[config.mk]
export PLATFORM = sky130hd
export DESIGN_NAME = matrix_mac_engine
export DESIGN_NICKNAME = d
export VERILOG_FILES = /design/src/rtl/matrix_mac_engine.sv
export SDC_FILE = /design/constraint.sdc
export NUM_CORES = 1
export LEC_CHECK = 0
export CORE_MARGIN = 3
export CORE_UTILIZATION = 30
export DETAILED_ROUTE_END_ITERATION = 12
export MAX_ROUTING_LAYER = met4
export PLACE_DENSITY = 0.46
export RECOVER_POWER = 25
export SLEW_MARGIN = 20
export SYNTH_ARGS = -nofsm -noshare
export SYNTH_HDL_FRONTEND = slang
export SYNTH_SLANG_ARGS = --single-unit
[constraint.sdc]
create_clock -name clk -period 10.88 [get_ports clk]
set_clock_uncertainty 0.05 [all_clocks]
set_input_delay 2.176 -clock clk [delete_from_list [all_inputs] [get_ports clk]]
set_output_delay 2.176 -clock clk [all_outputs]
set_load 0.01 [all_outputs]
[src/rtl/matrix_mac_engine.sv]
// 3x3 matrix multiply C = W x X over nine accumulators, streamed out one element per handshake.
// Optional MAC_SIGNED_EN: treat operands as 4-bit two's complement and accumulate signed.
module matrix_mac_engine #(
    parameter int unsigned ACC_W = 10
) (
    input  logic             clk,
    input  logic             clear,
    input  logic             start,
    input  logic [3:0]       data_w1,
    input  logic [3:0]       data_w2,
    input  logic [3:0]       data_w3,
    input  logic [3:0]       data_x1,
    input  logic [3:0]       data_x2,
    input  logic [3:0]       data_x3,
    output logic             unload1,
    output logic             unload2,
    output logic             unload3,
    output logic [ACC_W-1:0] result,
    output logic [3:0]       result_idx,
    output logic             result_valid,
    input  logic             result_ready,
    output logic             busy,
    output logic             done
);

    localparam int unsigned OP_W   = 4;
    localparam int unsigned PROD_W = 8;
    localparam int unsigned N_DIM  = 3;
    localparam int unsigned N_EL   = 9;
    localparam int unsigned IDX_W  = 4;

    typedef enum logic [2:0] {IDLE, ACC1, ACC2, ACC3, DRAIN, DONE} state_t;

    state_t           state, state_d;
    logic             start_q;
    logic             trigger;
    logic [ACC_W-1:0] acc   [N_EL];
    logic [ACC_W-1:0] acc_d [N_EL];
    logic [IDX_W-1:0] idx, idx_d;
    logic [OP_W-1:0]  w_op  [N_DIM];
    logic [OP_W-1:0]  x_op  [N_DIM];

    logic             unload1_d, unload2_d, unload3_d;
    logic [ACC_W-1:0] result_d;
    logic [3:0]       result_idx_d;
    logic             result_valid_d, busy_d, done_d;

    assign w_op[0] = data_w1;
    assign w_op[1] = data_w2;
    assign w_op[2] = data_w3;
    assign x_op[0] = data_x1;
    assign x_op[1] = data_x2;
    assign x_op[2] = data_x3;

    assign trigger = start & ~start_q;

    // One partial product, extended to accumulator width.
    function automatic logic [ACC_W-1:0] product(input logic [OP_W-1:0] a, input logic [OP_W-1:0] b);
`ifdef MAC_SIGNED_EN
        logic signed [PROD_W-1:0] sa, sb, p;
        sa = PROD_W'($signed(a));
        sb = PROD_W'($signed(b));
        p  = sa * sb;
        return ACC_W'(p);
`else
        logic [PROD_W-1:0] p;
        p = PROD_W'(a) * PROD_W'(b);
        return ACC_W'(p);
`endif
    endfunction

    // Next state, accumulator update and next registered outputs.
    always_comb begin
        state_d = state;
        idx_d   = idx;
        for (int k = 0; k < N_EL; k++) acc_d[k] = acc[k];

        case (state)
            IDLE: begin
                if (trigger) begin
                    state_d = ACC1;
                    idx_d   = '0;
                    for (int k = 0; k < N_EL; k++) acc_d[k] = '0;
                end
            end
            ACC1:  state_d = ACC2;
            ACC2:  state_d = ACC3;
            ACC3:  state_d = DRAIN;
            DRAIN: begin
                if (result_ready) begin
                    if (idx == IDX_W'(N_EL - 1)) state_d = DONE;
                    else                         idx_d   = idx + IDX_W'(1);
                end
            end
            DONE:    state_d = DONE;
            default: state_d = IDLE;
        endcase

        if (state == ACC1 || state == ACC2 || state == ACC3) begin
            for (int i = 0; i < N_DIM; i++) begin
                for (int j = 0; j < N_DIM; j++) begin
                    acc_d[N_DIM*i + j] = acc[N_DIM*i + j] + product(w_op[i], x_op[j]);
                end
            end
        end

        unload1_d      = (state_d == ACC1);
        unload2_d      = (state_d == ACC2);
        unload3_d      = (state_d == ACC3);
        result_valid_d = (state_d == DRAIN);
        busy_d         = (state_d != IDLE) && (state_d != DONE);
        done_d         = (state_d == DONE);
        result_idx_d   = result_valid_d ? idx_d : '0;
        result_d       = result_valid_d ? acc_d[idx_d] : '0;
    end

    // State, accumulators and registered outputs; clear overrides everything.
    always_ff @(posedge clk) begin
        if (clear) begin
            state        <= IDLE;
            start_q      <= 1'b0;
            idx          <= '0;
            for (int k = 0; k < N_EL; k++) acc[k] <= '0;
            unload1      <= 1'b0;
            unload2      <= 1'b0;
            unload3      <= 1'b0;
            result       <= '0;
            result_idx   <= '0;
            result_valid <= 1'b0;
            busy         <= 1'b0;
            done         <= 1'b0;
        end else begin
            state        <= state_d;
            start_q      <= start;
            idx          <= idx_d;
            for (int k = 0; k < N_EL; k++) acc[k] <= acc_d[k];
            unload1      <= unload1_d;
            unload2      <= unload2_d;
            unload3      <= unload3_d;
            result       <= result_d;
            result_idx   <= result_idx_d;
            result_valid <= result_valid_d;
            busy         <= busy_d;
            done         <= done_d;
        end
    end

endmodule

# Word-level counts from Yosys, hierarchy flattened
# Memories as Yosys holds them, arrays and structs flattened.
# Cells that the tools add are included.
# word_totals
input_bits	28
elab_cells	89
register_bits	28
output_inout_bits	20
n_memories	1
ram_bits	90
# op_classes
add_sub_neg	10
n_eq_ne	12
n_mux	26
reduce_logical	6
n_lt_le_gt_ge	1
bitwise_logic	13
multipliers	9
# mem_list
name	words	width	read_ports	rd_ports_with_merged_regs	wr	line_no	source
acc	9	10	9	0	9	37	logic [ACC_W-1:0] acc [N_EL];
# op_table
operator	count
2-to-1 mux 90 bit	3
2-to-1 mux 10 bit	11
adder 10 x 8 -> 10 bit	9
multiplier 4 x 4 -> 8 bit	9
binary-select mux 10 bit (select 4 bit)	1
one-hot mux 3 bit (6 select lines)	1
equality test 3 x 2 -> 1 bit (second input constant)	4
equality test 3 bit (second input constant)	4
2-to-1 mux 4 bit	3
2-to-1 mux 3 bit	3
bitwise OR 1 bit	9
one-hot mux 4 bit (2 select lines)	1
equality test 3 x 1 -> 1 bit (second input constant)	2
greater-or-equal comparator 5 bit (second input constant)	1
NOT 4 -> 5 bit	1
adder 4 x 1 -> 4 bit (second input constant)	1
equality test 4 bit (second input constant)	1
logical NOT 3 bit	1
2-to-1 mux 1 bit	3
!= test 3 bit (second input constant)	1
nonzero test 3 bit	1
logical OR 1 bit	2
NOT 1 bit	2
OR reduction 2 bit	1
other kinds (2)	2

# Longest topological paths before layout
# Gate-level depths: netlist of the first run.
# logic_depth
word_depth	8
depth_mapped	17
mapped_depth_nobuf	16

# Worst setup path after synthesis of the first run
# No wires, ideal clock.
# synth_path
path_kind	input to register
startpoint	input data_w2[2]
endpoint	register result[9]
path_buffers	1
path_stages	15
setup_time_ns	0.071
required_ns	10.759
arrival_time_ns	6.039
setup_slack_ns	4.719
path_cell_list	clkbuf_1 nand2_1 fa_1 fa_1 fa_1 inv_1 ha_1 and2b_1 o31ai_1 a2111oi_0 o21ai_0 mux2_2 mux2_2 a221oi_1 o2bb2ai_1
# synth_via
elab_chain_cells	6
elab_cells_between_ends	10
cone_classes	3 x add/sub; 3 x mul; 4 x mux
# synth_lines
item	line_no	source
from (decl)	10	input logic [3:0] data_w2,
multiplier 4 x 4 -> 8 bit	67	p = PROD_W'(a) * PROD_W'(b);
adder 10 x 8 -> 10 bit	102	acc_d[N_DIM*i + j] = acc[N_DIM*i + j] + product(w_op[i], x_op[j]);
2-to-1 mux 90 bit (*)	99	if (state == ACC1 || state == ACC2 || state == ACC3) begin
binary-select mux 10 bit (select 4 bit) (*)	114	result_d = result_valid_d ? acc_d[idx_d] : '0;
2-to-1 mux 10 bit (not written as such) (*) (2 in series)	114	
to (signal assigned)	140	result <= result_d;
to (decl)	18	output logic [ACC_W-1:0] result,
# Mark *: on every way between the ends. The rest lies on a longest branch, timed or not. The select of a mux whose other input is x is not followed.
# A chain may end at the register's enable or synchronous reset.

# Worst setup path after layout of the first run
# layout_path
startpoint	input data_x2[1]
endpoint	register result[9]
# layout_via
elab_chain_cells	6
elab_cells_between_ends	10
cone_classes	3 x add/sub; 3 x mul; 4 x mux
# layout_lines
item	line_no	source
from (decl)	13	input logic [3:0] data_x2,
multiplier 4 x 4 -> 8 bit	67	
adder 10 x 8 -> 10 bit	102	
2-to-1 mux 90 bit (*)	99	
binary-select mux 10 bit (select 4 bit) (*)	114	
2-to-1 mux 10 bit (not written as such) (*) (2 in series)	114	
# Marked as above.

==> results.md, run 1 <==
* Fillers at 4097
* HP Start: acc[0][51]
* Crit path max-delay family: adder cells
* Power density cells at 142 nW/µm²
* CTS Sinks at 118
* Post-DP HPWL at 27100 µm
* H-tree levels at 4
* Period minus WS final at 7.15 ns
* Synth Instances at 1466
* Cell taking the most area after synthesis: dfxtp_1
* YS warnings at 0
* Fmax at 0.140 GHz
* RSZ-0062 raised after global routing: false
* WP buf/inv at 2
* Critical path launch point type: primary input
* Final hold vios at 0
* Grt total ovfl at 0
* Drt drc at 0
* Initial antenna violation count at 0
* Max-slew violations at 59
* Wire length on met2 at 17100 µm
* Die H at 206 µm
* Largest cells by area after synthesis: dfxtp_1, ha_1, fa_1
* Final #Nets at 1744
* HP Class: flop to flop
* Largest net degree at the start of global routing at 60
* Failing checks: max-capacitance violations, max-slew violations
* DR pass1 iterations at 5
* Max layer used: met4
* Async S/R FF share, synth at 0%
* Row cnt at 72
* Max Cap Viol at 1
* DR vias at 9937
* Met3 Routed Length at 1220 µm
* Chip Width at 206 µm
* Layout cells sized above 1 at 4.85%
* Vias per cell at 4.96
* Cell Area, Synth at 12100 µm²
* Clock transition at path regs at 0.06 ns
* Worst Max-Slew Pin Slew at 3.26 ns
* Sequential-to-total area share from yosys stat at 19.6%
* PortBufs at 47
* Worst-skew pair later-pin latency at 0.44 ns
* Cts bufs inserted at 17
* Syn-to-layout area delta at 12.5%
* Critical path's slowest cell: clkdlybuf4s50_1
* Hold Buf Count CTS at 0
* Cell variety after synth at 65
* Setup TNS at 0 ns
* Routability congestion estimate from global placement at 0.823
* Post_cts resized at 0
* Setup crit end kind: flop
* Clock buffer depth at 2
* Yosys reg bits at 118
* CTS tree: done
* Post-DP Area at 12900 µm²
* Storage cell area at 2360 µm²
* Synth cell count leaders: inv_1, ha_1, nor2_1
* Finished Cell Area at 13600 µm²
* Max FO, Critical Path at 12
* Dominant cell by count in the synthesized netlist: inv_1
* Vias in the first global route at 9895
* Tot Pwr at 0.00193 W
* Final period util at 65.7%
* Main synth FF type: dfxtp_1
* Required time worst endpoint at 11.19 ns
* RR Startpoint: state[1]
* Top-area cell type share of the netlist area at 19.6%
* Worst path cell trace: clkdlybuf4s50_1 -> nand2_1 -> fa_1 -> fa_1 -> fa_1 -> inv_1 -> ha_1 -> nor2b_1 -> o31a_1 -> o211a_1 -> o21ai_0 -> mux2_2 -> mux2_1 -> a221oi_1 -> o2bb2ai_1
* First-pass GRT wire length at 56400 µm
* Mean Syn Cell Area at 8.22 µm²
* Setup bufs post-CTS at 0
* M1 WL at 17200 µm
* IO Count at 48
* DP Worst Slack at 3.33 ns
* CP dominant cell by count: fa_1
* Drt first-iter violations at 502
* Max stage delay on crit path at 0.86 ns
* Final worst-path setup slack at 3.73 ns
* Final design utilization at 34.6%
* Crit path DAT at 7.47 ns
* Critical setup path kind: primary input to flop
* EDFF count, synth at 0
* Rel. slew slack at -117%
* Area taken by multi-input logic gates at 8550 µm²
* Peak VDD IR at 0.0927 mV
* CTS root buf: clkbuf_16
* Worst Setup SP: data_x2[1]
* Core Box Area at 39200 µm²
* Gr usage total at 17.9%
* Die area at 42600 µm²
* Mapped Nets at 1739
* Setup-failing EPs final at 0
* Detailed-route wire length at 35900 µm
* Post-route ant nets at 0
* Initial core utilization at 30.8%
* Leakage Power at 6.35 nW
* Antenna Cells at 0
* Wirelength per Cell at 18.0 µm
* Outcome: complete, but fails checks
-- final timing paths --
kind	to	slack (ns)	cells past startpoint
max	result[9]	3.73	15
min reg2reg	acc[0][51]	0.42	2
max reg2reg	result[9]	6.97	8
min	acc[0][51]	0.42	2
-- power by group --
part | internal [W] | leakage, nW | switching (W)
clock network | 0.000393 | 0.301 | 0.000226
logic | 0.000323 | 5.10 | 0.000489
registers | 0.000471 | 0.957 | 0.0000257
-- per-layer routing --
metal  up-vias  GRT usage (%)
li1       4885              -
met1      4852           23.6
met2       174           29.5
met3        26           2.41
met4         0           3.88
met5         -              -
-- through the flow --
step / hold WS, ns / std cells
global placement: 0.411 / 1970
detailed placement: 0.419 / 1970
floorplan: 0.400 / 1466
global route: 0.442 / 2002
CTS: 0.430 / 2002
finish: 0.423 / 2002
-- cells by family after synthesis --
family,Yosys count,share of synthesized area [%]
AOI/OAI and AO/OA,265,14.7
xor gates and xnor gates,24,1.74
adders and majority gates,245,30.5
buffers and inverters,293,9.66
DFF,118,19.6
muxes,43,4.71
and+or+nand+nor,478,19.1
-- cell type report --
cell class / instances / share of cell area [%]
clock buffers: 19 / 3.34
clock inverters: 13 / 1.32
inverters: 219 / 6.06
multi-input cells: 1055 / 63.0
flip-flops and latches: 118 / 17.4
well taps: 518 / 4.78
repair buffers: 60 / 4.11
-- worst reg2reg max path, cell delays in order (launching register included) --
cell and delay (ns):
dfxtp_1 0.49, or2_1 0.36, and2_2 0.58, buf_4 0.60, o21ai_0 0.28, mux2_2 0.35, mux2_2 0.29, a221oi_1 0.64
o2bb2ai_1 0.19
-- state kept, by name (all words and copies together) (netlist names) --
signal,count
done,1
state,3
result_valid,1
busy,1
start_q,1
result,10
idx,4
unload3,1
result_idx,4
acc,90
unload1,1
unload2,1
-- cell usage in the layout (no fill, tap or decap), types with 23 or more instances in the layout --
| cell | n |
|---|---|
| mux2i_1 | 23 |
| nor3_1 | 38 |
| o21ai_0 | 43 |
| a211oi_1 | 31 |
| nand2_1 | 98 |
| inv_1 | 219 |
| nor2_1 | 160 |
| dfxtp_1 | 118 |
| and2_1 | 116 |
| nor2b_1 | 23 |
| fa_1 | 81 |
| a21oi_1 | 64 |
| clkdlybuf4s50_1 | 26 |
| ha_1 | 164 |
Note: power is estimated with default switching activity, not from simulation.
==> run 2, diff against run 1 <==
--- a/config.mk
+++ b/config.mk
@@ -9,7 +9,7 @@
 export CORE_UTILIZATION = 30
 export DETAILED_ROUTE_END_ITERATION = 12
 export MAX_ROUTING_LAYER = met4
-export PLACE_DENSITY = 0.46
+export PLACE_DENSITY = 0.48
 export RECOVER_POWER = 25
 export SLEW_MARGIN = 20
 export SYNTH_ARGS = -nofsm -noshare
==> constraint.sdc (replaced) <==
create_clock -name clk -period 6.4 [get_ports clk]
set_clock_uncertainty 0.05 [all_clocks]
set_input_delay 1.28 -clock clk [delete_from_list [all_inputs] [get_ports clk]]
set_output_delay 1.28 -clock clk [all_outputs]
set_load 0.01 [all_outputs]
==> results.md, run 2 (synthesized netlist as in run 1, its figures left out) <==
* Wirelength per Cell at 17.8 µm
* Outcome: complete, but fails checks
* Initial core utilization at 30.8%
* First-pass GRT wire length at 56900 µm
* Critical Path Sink: result[9]
* Setup TNS at 0 ns
* Vias per cell at 4.94
* Worst Max-Slew Pin Slew at 2.79 ns
* Clock transition at path regs at 0.06 ns
* Fillers at 4170
* Final #Nets at 1778
* Cts bufs inserted at 17
* Largest net degree at the start of global routing at 66
* Commonest non-fill, non-tap cell in the layout: inv_1
* Non-Filler Instances at 2036
* Final hold vios at 0
* Failing checks: max-capacitance violations, max-slew violations
* Commonest cells after routing, fill and taps aside: inv_1, ha_1, nor2_1
* Gr usage total at 18.1%
* Final worst-path setup slack at 0.680 ns
* Syn-to-layout area delta at 14.8%
* CTS Sinks at 118
* Routability congestion estimate from global placement at 0.834
* Finished Cell Area at 13800 µm²
* Largest regs: acc (90), result (10)
* Worst reg2reg path depth at 12
* Critical setup path kind: primary input to flop
* Setup-failing EPs final at 0
* Post-DP Area at 13200 µm²
* Core Box Area at 39200 µm²
* Leakage Power at 6.52 nW
* Fmax at 0.175 GHz
* Critical path launch point type: primary input
* H-tree levels at 4
* Crit path DAT at 6.04 ns
* Final period util at 89.4%
* Rel. slew slack at -86.2%
* Hold Buf Count CTS at 0
* Drt drc at 0
* Period minus WS final at 5.72 ns
* Clock buffer depth at 2
* Max FO, Critical Path at 12
* Die area at 42600 µm²
* Most flops, register: acc
* DR vias at 10063
* RSZ-0062 raised after global routing: false
* Die H at 206 µm
* Antenna Cells at 0
* HP Class: flop to flop
* Initial antenna violation count at 5
* CTS root buf: clkbuf_16
* Post-route ant nets at 0
* Detailed-route wire length at 36300 µm
* Setup crit end kind: flop
* Max-slew violations at 49
* RR Startpoint: acc[0][13]
* PortBufs at 47
* DR pass1 iterations at 5
* Peak VDD IR at 0.156 mV
* Required time worst endpoint at 6.72 ns
* IO Count at 48
* Reg2reg setup slack at 2.94 ns
* CTS tree: done
* Vias in the first global route at 10193
* Max Cap Viol at 1
* Post-DP HPWL at 28000 µm
* Grt total ovfl at 0
* Max reg flops at 90
* Post-Place Cells at 2004
* DP Worst Slack at 0.228 ns
* Setup bufs post-CTS at 0
* Layout cells sized above 1 at 6.98%
* Row cnt at 72
* Chip Width at 206 µm
* Worst Setup SP: data_w1[1]
* Power density cells at 237 nW/µm²
* Critical R2R Capture: result[9]
* Drt first-iter violations at 616
* Post_cts resized at 0
* Worst-skew pair later-pin latency at 0.44 ns
==> run 2: cell types whose count changed in the layout (fill, tap and decap cells not counted), moves of 2 or more <==
cell / before / now
and2_1: 116 / 114
dlygate4sd3_1: 20 / 22
clkinv_2: 4 / 1
and2_0: 0 / 2
clkdlybuf4s50_1: 26 / 24
inv_6: 0 / 4
buf_4: 12 / 44
buf_12: 0 / 2
==> run 2: critical path, stage by stage <==
cell	delay (ns)
clkdlybuf4s50_1	0.75
nand2_1	0.14
fa_1	0.55
fa_1	0.43
fa_1	0.49
inv_1	0.04
ha_1	0.31
nor2b_1	0.17
o31a_1	0.28
o211a_1	0.23
o21ai_0	0.30
mux2_2	0.39
mux2_1	0.29
a221oi_1	0.25
o2bb2ai_1	0.14
==> run 2: per-layer routing <==
layer	GRT usage, %	share of wire, %	vias up	routed length [µm]
met4	5.07	1.9	0	682
met3	2.08	4.6	36	1650
li1	-	-	4954	-
met5	-	0	-	0
met2	30.6	49	228	17700
met1	22.8	45	4845	16200
==> run 2: worst min-delay path by stage <==
stage / slack, ns / depth (start not counted) / end / startpoint
6_report: 0.43 / 2 / acc[0][21] / acc[0][21]
5_1_grt: 0.46 / 2 / acc[0][60] / acc[0][60]
4_1_cts: 0.43 / 2 / acc[0][21] / acc[0][21]
3_5_place_dp: 0.42 / 2 / acc[0][21] / acc[0][21]
3_3_place_gp: 0.41 / 2 / acc[0][30] / acc[0][30]
2_1_floorplan: 0.40 / 2 / acc[0][30] / acc[0][30]
==> run 2: final cells by class <==
class	instances	area (µm²)	share of cell area, %
inverters	219	822	5.94
multi-input cells	1055	8550	61.8
repair buffers	94	838	6.06
well taps	518	648	4.68
clock buffers	19	453	3.27
flip-flops and latches	118	2360	17.1
clock inverters	13	170	1.23
==> run 2: power by group <==
group / internal [W] / switching [W]
Combinational: 0.000566 / 0.000832
Sequential: 0.000801 / 0.0000435
Clock: 0.000638 / 0.000400
Total: 0.00200 / 0.00128
==> run 2: metrics by stage <==
stage / util, % / hold slack (ns) / total power (W)
final: 35.3 / 0.428 / 0.00328
after floorplan: - / 0.400 / 0.00188
after CTS: 35.3 / 0.429 / 0.00332
after global placement: 33.7 / 0.411 / 0.00225
after global routing: 35.3 / 0.455 / 0.00354
after detailed placement: 33.7 / 0.418 / 0.00226
